<file path="config.mk">
export PLATFORM = sky130hd
export DESIGN_NAME = mem_access_ctrl
export DESIGN_NICKNAME = d
export VERILOG_FILES = /design/src/rtl/mem_pkg.sv /design/src/rtl/mem_align.sv /design/src/rtl/mem_access_ctrl.sv
export SDC_FILE = /design/constraint.sdc
export NUM_CORES = 1
export LEC_CHECK = 0
export BUFFER_PORTS_ARGS = -buffer_cell sky130_fd_sc_hd__buf_2
export CORE_UTILIZATION = 26
export DETAILED_ROUTE_END_ITERATION = 10
export SYNTH_ARGS = -nofsm -noshare
export SYNTH_HDL_FRONTEND = slang
export SYNTH_SLANG_ARGS = --single-unit
</file>
<file path="constraint.sdc">
create_clock -name clk -period 10.8 [get_ports clk]
set_input_delay 2.16 -clock clk [delete_from_list [all_inputs] [get_ports clk]]
set_output_delay 2.16 -clock clk [all_outputs]
set_load 0.01 [all_outputs]
</file>
<file path="src/rtl/mem_pkg.sv">
// Shared memory-access encodings: access size codes, access FSM states and
// size/byte-mask helpers, also used by the execute stage for mem_rd/wr_size.
package mem_pkg;

  localparam logic [1:0] SZ_B    = 2'b00;
  localparam logic [1:0] SZ_W    = 2'b01;
  localparam logic [1:0] SZ_D    = 2'b10;
  localparam logic [1:0] SZ_RSVD = 2'b11;

  typedef enum logic [1:0] {
    IDLE  = 2'd0,
    BEAT0 = 2'd1,
    BEAT1 = 2'd2
  } state_e;

  // The reserved size is treated as a full word; the error flag is raised elsewhere.
  function automatic logic [2:0] size_bytes(input logic [1:0] size);
    logic [2:0] b;
    case (size)
      SZ_B:    b = 3'd1;
      SZ_W:    b = 3'd2;
      default: b = 3'd4;
    endcase
    return b;
  endfunction

  function automatic logic [3:0] byte_mask(input logic [2:0] bytes);
    logic [3:0] m;
    case (bytes)
      3'd1:    m = 4'b0001;
      3'd2:    m = 4'b0011;
      default: m = 4'b1111;
    endcase
    return m;
  endfunction

endpackage

</file>
<file path="src/rtl/mem_align.sv">
// Byte-lane alignment for one cache beat: byte enables, lane-aligned write
// data and the shifted piece of read data that this beat contributes.
module mem_align
  import mem_pkg::*;
#(
  parameter int DATA_W = 32
) (
  input  logic [1:0]        off_i,
  input  logic [2:0]        bytes_i,
  input  logic              beat_i,
  input  logic [DATA_W-1:0] wdata_i,
  input  logic [DATA_W-1:0] rdata_i,
  output logic [3:0]        be_o,
  output logic [DATA_W-1:0] wdata_o,
  output logic [DATA_W-1:0] rdata_o
);

  logic [5:0]          sh;
  logic [7:0]          be_wide;
  logic [2*DATA_W-1:0] w_wide;
  logic [2*DATA_W-1:0] r_wide;

  // Shifting into a double-width vector yields both beats at once: the low
  // half is the first word, the high half is what spills into the next word.
  always_comb begin
    sh      = {off_i, 3'b000};
    be_wide = {4'b0000, byte_mask(bytes_i)} << off_i;
    w_wide  = {{DATA_W{1'b0}}, wdata_i} << sh;
    r_wide  = {rdata_i, {DATA_W{1'b0}}} >> sh;
    be_o    = beat_i ? be_wide[7:4] : be_wide[3:0];
    wdata_o = beat_i ? w_wide[2*DATA_W-1:DATA_W] : w_wide[DATA_W-1:0];
    rdata_o = beat_i ? r_wide[DATA_W-1:0] : r_wide[2*DATA_W-1:DATA_W];
  end

endmodule

</file>
<file path="src/rtl/mem_access_ctrl.sv">
// Memory-stage access controller: takes one load/store/stack request and
// drives it onto the D-cache as one or two word-aligned beats.
module mem_access_ctrl
  import mem_pkg::*;
#(
  parameter int ADDR_W = 32,
  parameter int DATA_W = 32
) (
  input  logic              clk,
  input  logic              rst,
  input  logic              in_valid,
  output logic              in_ready,
  input  logic              in_we,
  input  logic [ADDR_W-1:0] in_addr,
  input  logic [DATA_W-1:0] in_wdata,
  input  logic [1:0]        in_size,
  output logic              dc_req,
  output logic              dc_we,
  output logic [ADDR_W-1:0] dc_addr,
  output logic [3:0]        dc_be,
  output logic [DATA_W-1:0] dc_wdata,
  input  logic              dc_ack,
  input  logic [DATA_W-1:0] dc_rdata,
  output logic              resp_valid,
  output logic [DATA_W-1:0] resp_rdata,
  output logic              resp_err,
  output logic              busy
);

  state_e            state_q, state_d;
  logic              we_q, err_q, cross_q;
  logic [ADDR_W-1:0] addr_q, word_addr;
  logic [DATA_W-1:0] wdata_q, acc_q, acc_d, merged;
  logic [2:0]        bytes_q, in_bytes;
  logic              resp_valid_q, resp_valid_d, resp_err_q, resp_err_d;
  logic [DATA_W-1:0] resp_rdata_q, resp_rdata_d;
  logic              accept, beat, done;
  logic [3:0]        al_be, rmask;
  logic [DATA_W-1:0] al_wdata, al_rpart, rmask_w;

  assign in_bytes   = size_bytes(in_size);
  assign in_ready   = (state_q == IDLE);
  assign busy       = (state_q != IDLE);
  assign accept     = in_valid && in_ready;
  assign beat       = (state_q == BEAT1);
  assign word_addr  = {addr_q[ADDR_W-1:2], 2'b00};
  assign rmask      = byte_mask(bytes_q);
  assign rmask_w    = {{8{rmask[3]}}, {8{rmask[2]}}, {8{rmask[1]}}, {8{rmask[0]}}};
  assign resp_valid = resp_valid_q;
  assign resp_rdata = resp_rdata_q;
  assign resp_err   = resp_err_q;

  mem_align #(.DATA_W(DATA_W)) u_align (
    .off_i   (addr_q[1:0]),
    .bytes_i (bytes_q),
    .beat_i  (beat),
    .wdata_i (wdata_q),
    .rdata_i (dc_rdata),
    .be_o    (al_be),
    .wdata_o (al_wdata),
    .rdata_o (al_rpart)
  );

  always_ff @(posedge clk) begin
    if (accept) begin
      we_q    <= in_we;
      addr_q  <= in_addr;
      wdata_q <= in_wdata;
      bytes_q <= in_bytes;
      err_q   <= (in_size == SZ_RSVD);
      cross_q <= ({2'b00, in_addr[1:0]} + {1'b0, in_bytes}) > 4'd4;
    end
    acc_q <= acc_d;
  end

  always_ff @(posedge clk) begin
    if (!rst) begin
      state_q      <= IDLE;
      resp_valid_q <= 1'b0;
      resp_rdata_q <= '0;
      resp_err_q   <= 1'b0;
    end else begin
      state_q      <= state_d;
      resp_valid_q <= resp_valid_d;
      resp_rdata_q <= resp_rdata_d;
      resp_err_q   <= resp_err_d;
    end
  end

  always_comb begin
    state_d  = state_q;
    acc_d    = acc_q;
    merged   = acc_q;
    done     = 1'b0;
    dc_req   = 1'b0;
    dc_we    = 1'b0;
    dc_addr  = '0;
    dc_be    = '0;
    dc_wdata = '0;
    case (state_q)
      IDLE: if (in_valid) state_d = BEAT0;
      BEAT0, BEAT1: begin
        dc_req   = 1'b1;
        dc_we    = we_q;
        dc_addr  = beat ? word_addr + ADDR_W'(4) : word_addr;
        dc_be    = al_be;
        dc_wdata = al_wdata;
        if (dc_ack) begin
          merged = beat ? (acc_q | al_rpart) : al_rpart;
          acc_d  = merged;
          if (!beat && cross_q) begin
            state_d = BEAT1;
          end else begin
            state_d = IDLE;
            done    = 1'b1;
          end
        end
      end
      default: state_d = IDLE;
    endcase
    // Response registered so the FSM is already idle while resp_valid is high.
    resp_valid_d = done;
    resp_err_d   = done ? err_q : resp_err_q;
    resp_rdata_d = resp_rdata_q;
    if (done) resp_rdata_d = we_q ? '0 : (merged & rmask_w);
  end

endmodule

</file>
==> metrics.txt <==
Max-Cap Viols 0; global route total overflow 0; core box area 0.0270 mm^2; die height 168 um; worst hold-check path type reg -> reg; final net count 979; initial antenna violation count 5; number of I/O pins approximately 210; total wire length 21500 um; Final setup viols 0; CTS resizes 0; buffers plus inverters on the worst setup path 3; Final HPWL DP 15600 um; Synth Instances ~690; Arrival @ worst endpoint between 2 and 3 ns; Root Buffer clkbuf_16; CTS tree done; Starting Density 26.5%; All-Layer GR Usage around 15%; layout filler cell count 2750; DIE AREA 0.0281 mm^2; Int Pwr roughly 0.0012 W; Post-CTS Setup Inserts 0; Slew Limit Fails 0; Power Density 182 mW/mm^2; Critical Path Sink Type output port; Unique masters post-synth 57; worst reg2reg setup slack 7.61 ns; Post-synth top cells 70 x edfxtp_1, 68 x dfxtp_1, 51 x mux2i_1, 50 x a21oi_1, 47 x nand2_1; clk_lat worst skew 0.42 ns; Reg power frac 42.2%; Clock power frac 36.8%; WP data required 8.64 ns; Slew @ Worst Pin 0.928 ns; RSZ-0062 raised after global routing no; sw frac 29.8%; top cell type by total area after synthesis edfxtp_1; final core occ 33.6%; drt first pass iters 7; fraction of layout cells with a size suffix above 1 33.9%; Clock Tree Buf Depth 2; worst-path fanout max 62; number of global-route vias before repair 5775; Final Skew 0.0116 ns; post-synthesis cell area just over 0.007 mm^2; routability cong. 0.871; worst path cell trace inv_1, ha_2, buf_4, nand2b_1, o32ai_1, buf_2; Post-synth EDFFs 70; vias per std cell 4.89; global-route wire length before repair 32800 um; Avg WL per Cell approximately 18 um; status completed; leakage 3.98 nW; post-layout min period 5.13 ns; slowest stage delay, CP 0.53 ns; DR iter-0 viols 492; peak supply drop about 0.079 mV; Worst Path Class, Setup reg -> out; asr flop ratio synth 0%; Fin. Hold Viols 0; Num CTS Buffers 17; Slew HR 38.1%; sequential-to-total area share from yosys stat 48.5%; # clock sinks about 140; port buffer count 206; yosys synthesis warning count 0; cell family with most CP delay buffers and inverters; DR DRC count 0; Slowest-stage cell, CP buf_4; Gate power share 21.0%; via count between 6000 and 7000; Synth Register Bits ~140; CTS Hold Bufs 0; row cnt 60; post-route antenna net violation count 0; fmax 195 MHz; most numerous cell in the Yosys netlist edfxtp_1; die width about 170 um; Mean Syn Cell Area roughly 10 um^2; Yosys top cell area share 29.4%; synth-to-layout area growth 26.8%; largest net degree at the start of global routing 71; period utilisation layout 47.5%; top_reg_cell synth edfxtp_1; CTS H-tree depth 4; Sw Pwr 0.000490 W; crit start category flip-flop; Reg clk slew, reported paths 0.07 ns; top area cells in the synthesized netlist edfxtp_1 29%, dfxtp_1 19%, mux2i_1 7.2%, mux2_2 3.8%, a21oi_1 3.5%; Setup Total Neg Slack 0 ns
cell type report:
| cell class | instances | area [um^2] | share of cell area (%) |
|---|---|---|---|
| clock inverter | 10 | 98.8 | 1.09 |
| tap | 341 | 427 | 4.71 |
| inverter | 25 | 93.8 | 1.04 |
| clock buffer | 22 | 519 | 5.74 |
| sequential | 138 | 3460 | 38.3 |
| multi-input combinational | 473 | 3350 | 37.0 |
| antenna | 5 | 12.5 | 0.138 |
| timing repair buffer | 214 | 1090 | 12.1 |
stage by stage:
stage / hold WS, ns / cell area, um^2 / std cells / worst slack [ns] / total power (W)
finish: 0.472 / 9050 / 1228 / 5.67 / 0.00164
global route: 0.489 / 9050 / 1228 / 5.38 / 0.00173
CTS: 0.475 / 9040 / 1223 / 5.64 / 0.00166
detailed placement: 0.455 / 8420 / 1191 / 6.11 / 0.00105
global placement: 0.449 / 8420 / 1191 / 6.17 / 0.00104
floorplan: 0.434 / 7140 / 687 / 5.15 / 0.000929
layout by cell type, fill, tap and decap left out, types with 3 or more instances in the layout:
cell type  synthesis  routed
nor3b_1           12      12
mux2i_1           51      51
nor2b_1            6       6
clkbuf_16          0      20
a31oi_1            3       3
ha_1               6       5
o21a_1             4       4
nor2_1            21      19
edfxtp_1          70      70
buf_4              5       8
inv_1             24      24
a22o_2            14      14
nand3_1           18      18
dfxtp_1           68      68
buf_2             12     206
clkinv_4           0       3
nor3_1            11      11
diode_2            0       5
a211oi_1          16      16
and2_1            31      31
a31o_2             3       3
and4_1             4       4
nand2_1           47      47
nand2b_1          19      19
a21boi_0           4       4
o21ai_0           18      18
a22o_1            21      21
and3_1            10      10
o22ai_1           11      11
a221oi_1           8       8
a311oi_1           8       8
mux2_2            24      24
a21o_1             3       3
nand3b_1           3       3
a21oi_1           50      50
xor2_1             6       6
xnor2_1            6       6
nand4_1           14      14
power groups by stage:
| stage | Clock [W] | Sequential (W) | Combinational (W) |
|---|---|---|---|
| after CTS | 0.000622 | 0.000693 | 0.000347 |
| after global routing | 0.000643 | 0.000706 | 0.000383 |
| after global placement | 0 | 0.000701 | 0.000340 |
| final | 0.000606 | 0.000694 | 0.000345 |
| after detailed placement | 0 | 0.000704 | 0.000346 |
| after floorplan | 0 | 0.000696 | 0.000233 |
logic make-up after synthesis:
family | Yosys count | synth area share (%)
AND/OR/NAND/NOR | 208 | 16.3
AO/OA/AOI/OAI | 169 | 16.6
flip-flops | 138 | 48.5
buffers and inverters | 76 | 4.82
multiplexers | 75 | 10.9
XOR/XNOR | 12 | 1.47
adder cells (fa/ha/maj) | 7 | 1.33
other | 1 | 0.0525
routing by layer:
metal / GRT usage, % / share of wire (%)
met5: 0 / 0
met4: 7.10 / 2.4
met3: 3.07 / 5.1
met2: 24.5 / 48
met1: 19.5 / 44
final timing paths:
| check | start | end | cells past startpoint |
|---|---|---|---|
| worst max-delay path | state_q[1] | dc_be[0] | 6 |
| worst min-delay path | resp_rdata[29] | resp_rdata[29] | 1 |
| worst max register to register | state_q[1] | resp_rdata[27] | 7 |
| worst min register to register | resp_rdata[29] | resp_rdata[29] | 1 |
registers in the layout (all words and copies together) (netlist names):
| register | flops |
|---|---|
| acc_q | 32 |
| addr_q | 32 |
| bytes_q | 3 |
| cross_q | 1 |
| err_q | 1 |
| resp_err | 1 |
| resp_rdata | 32 |
| resp_valid | 1 |
| state_q | 2 |
| wdata_q | 32 |
| we_q | 1 |
No activity file was read; power rests on OpenSTA's default activity.
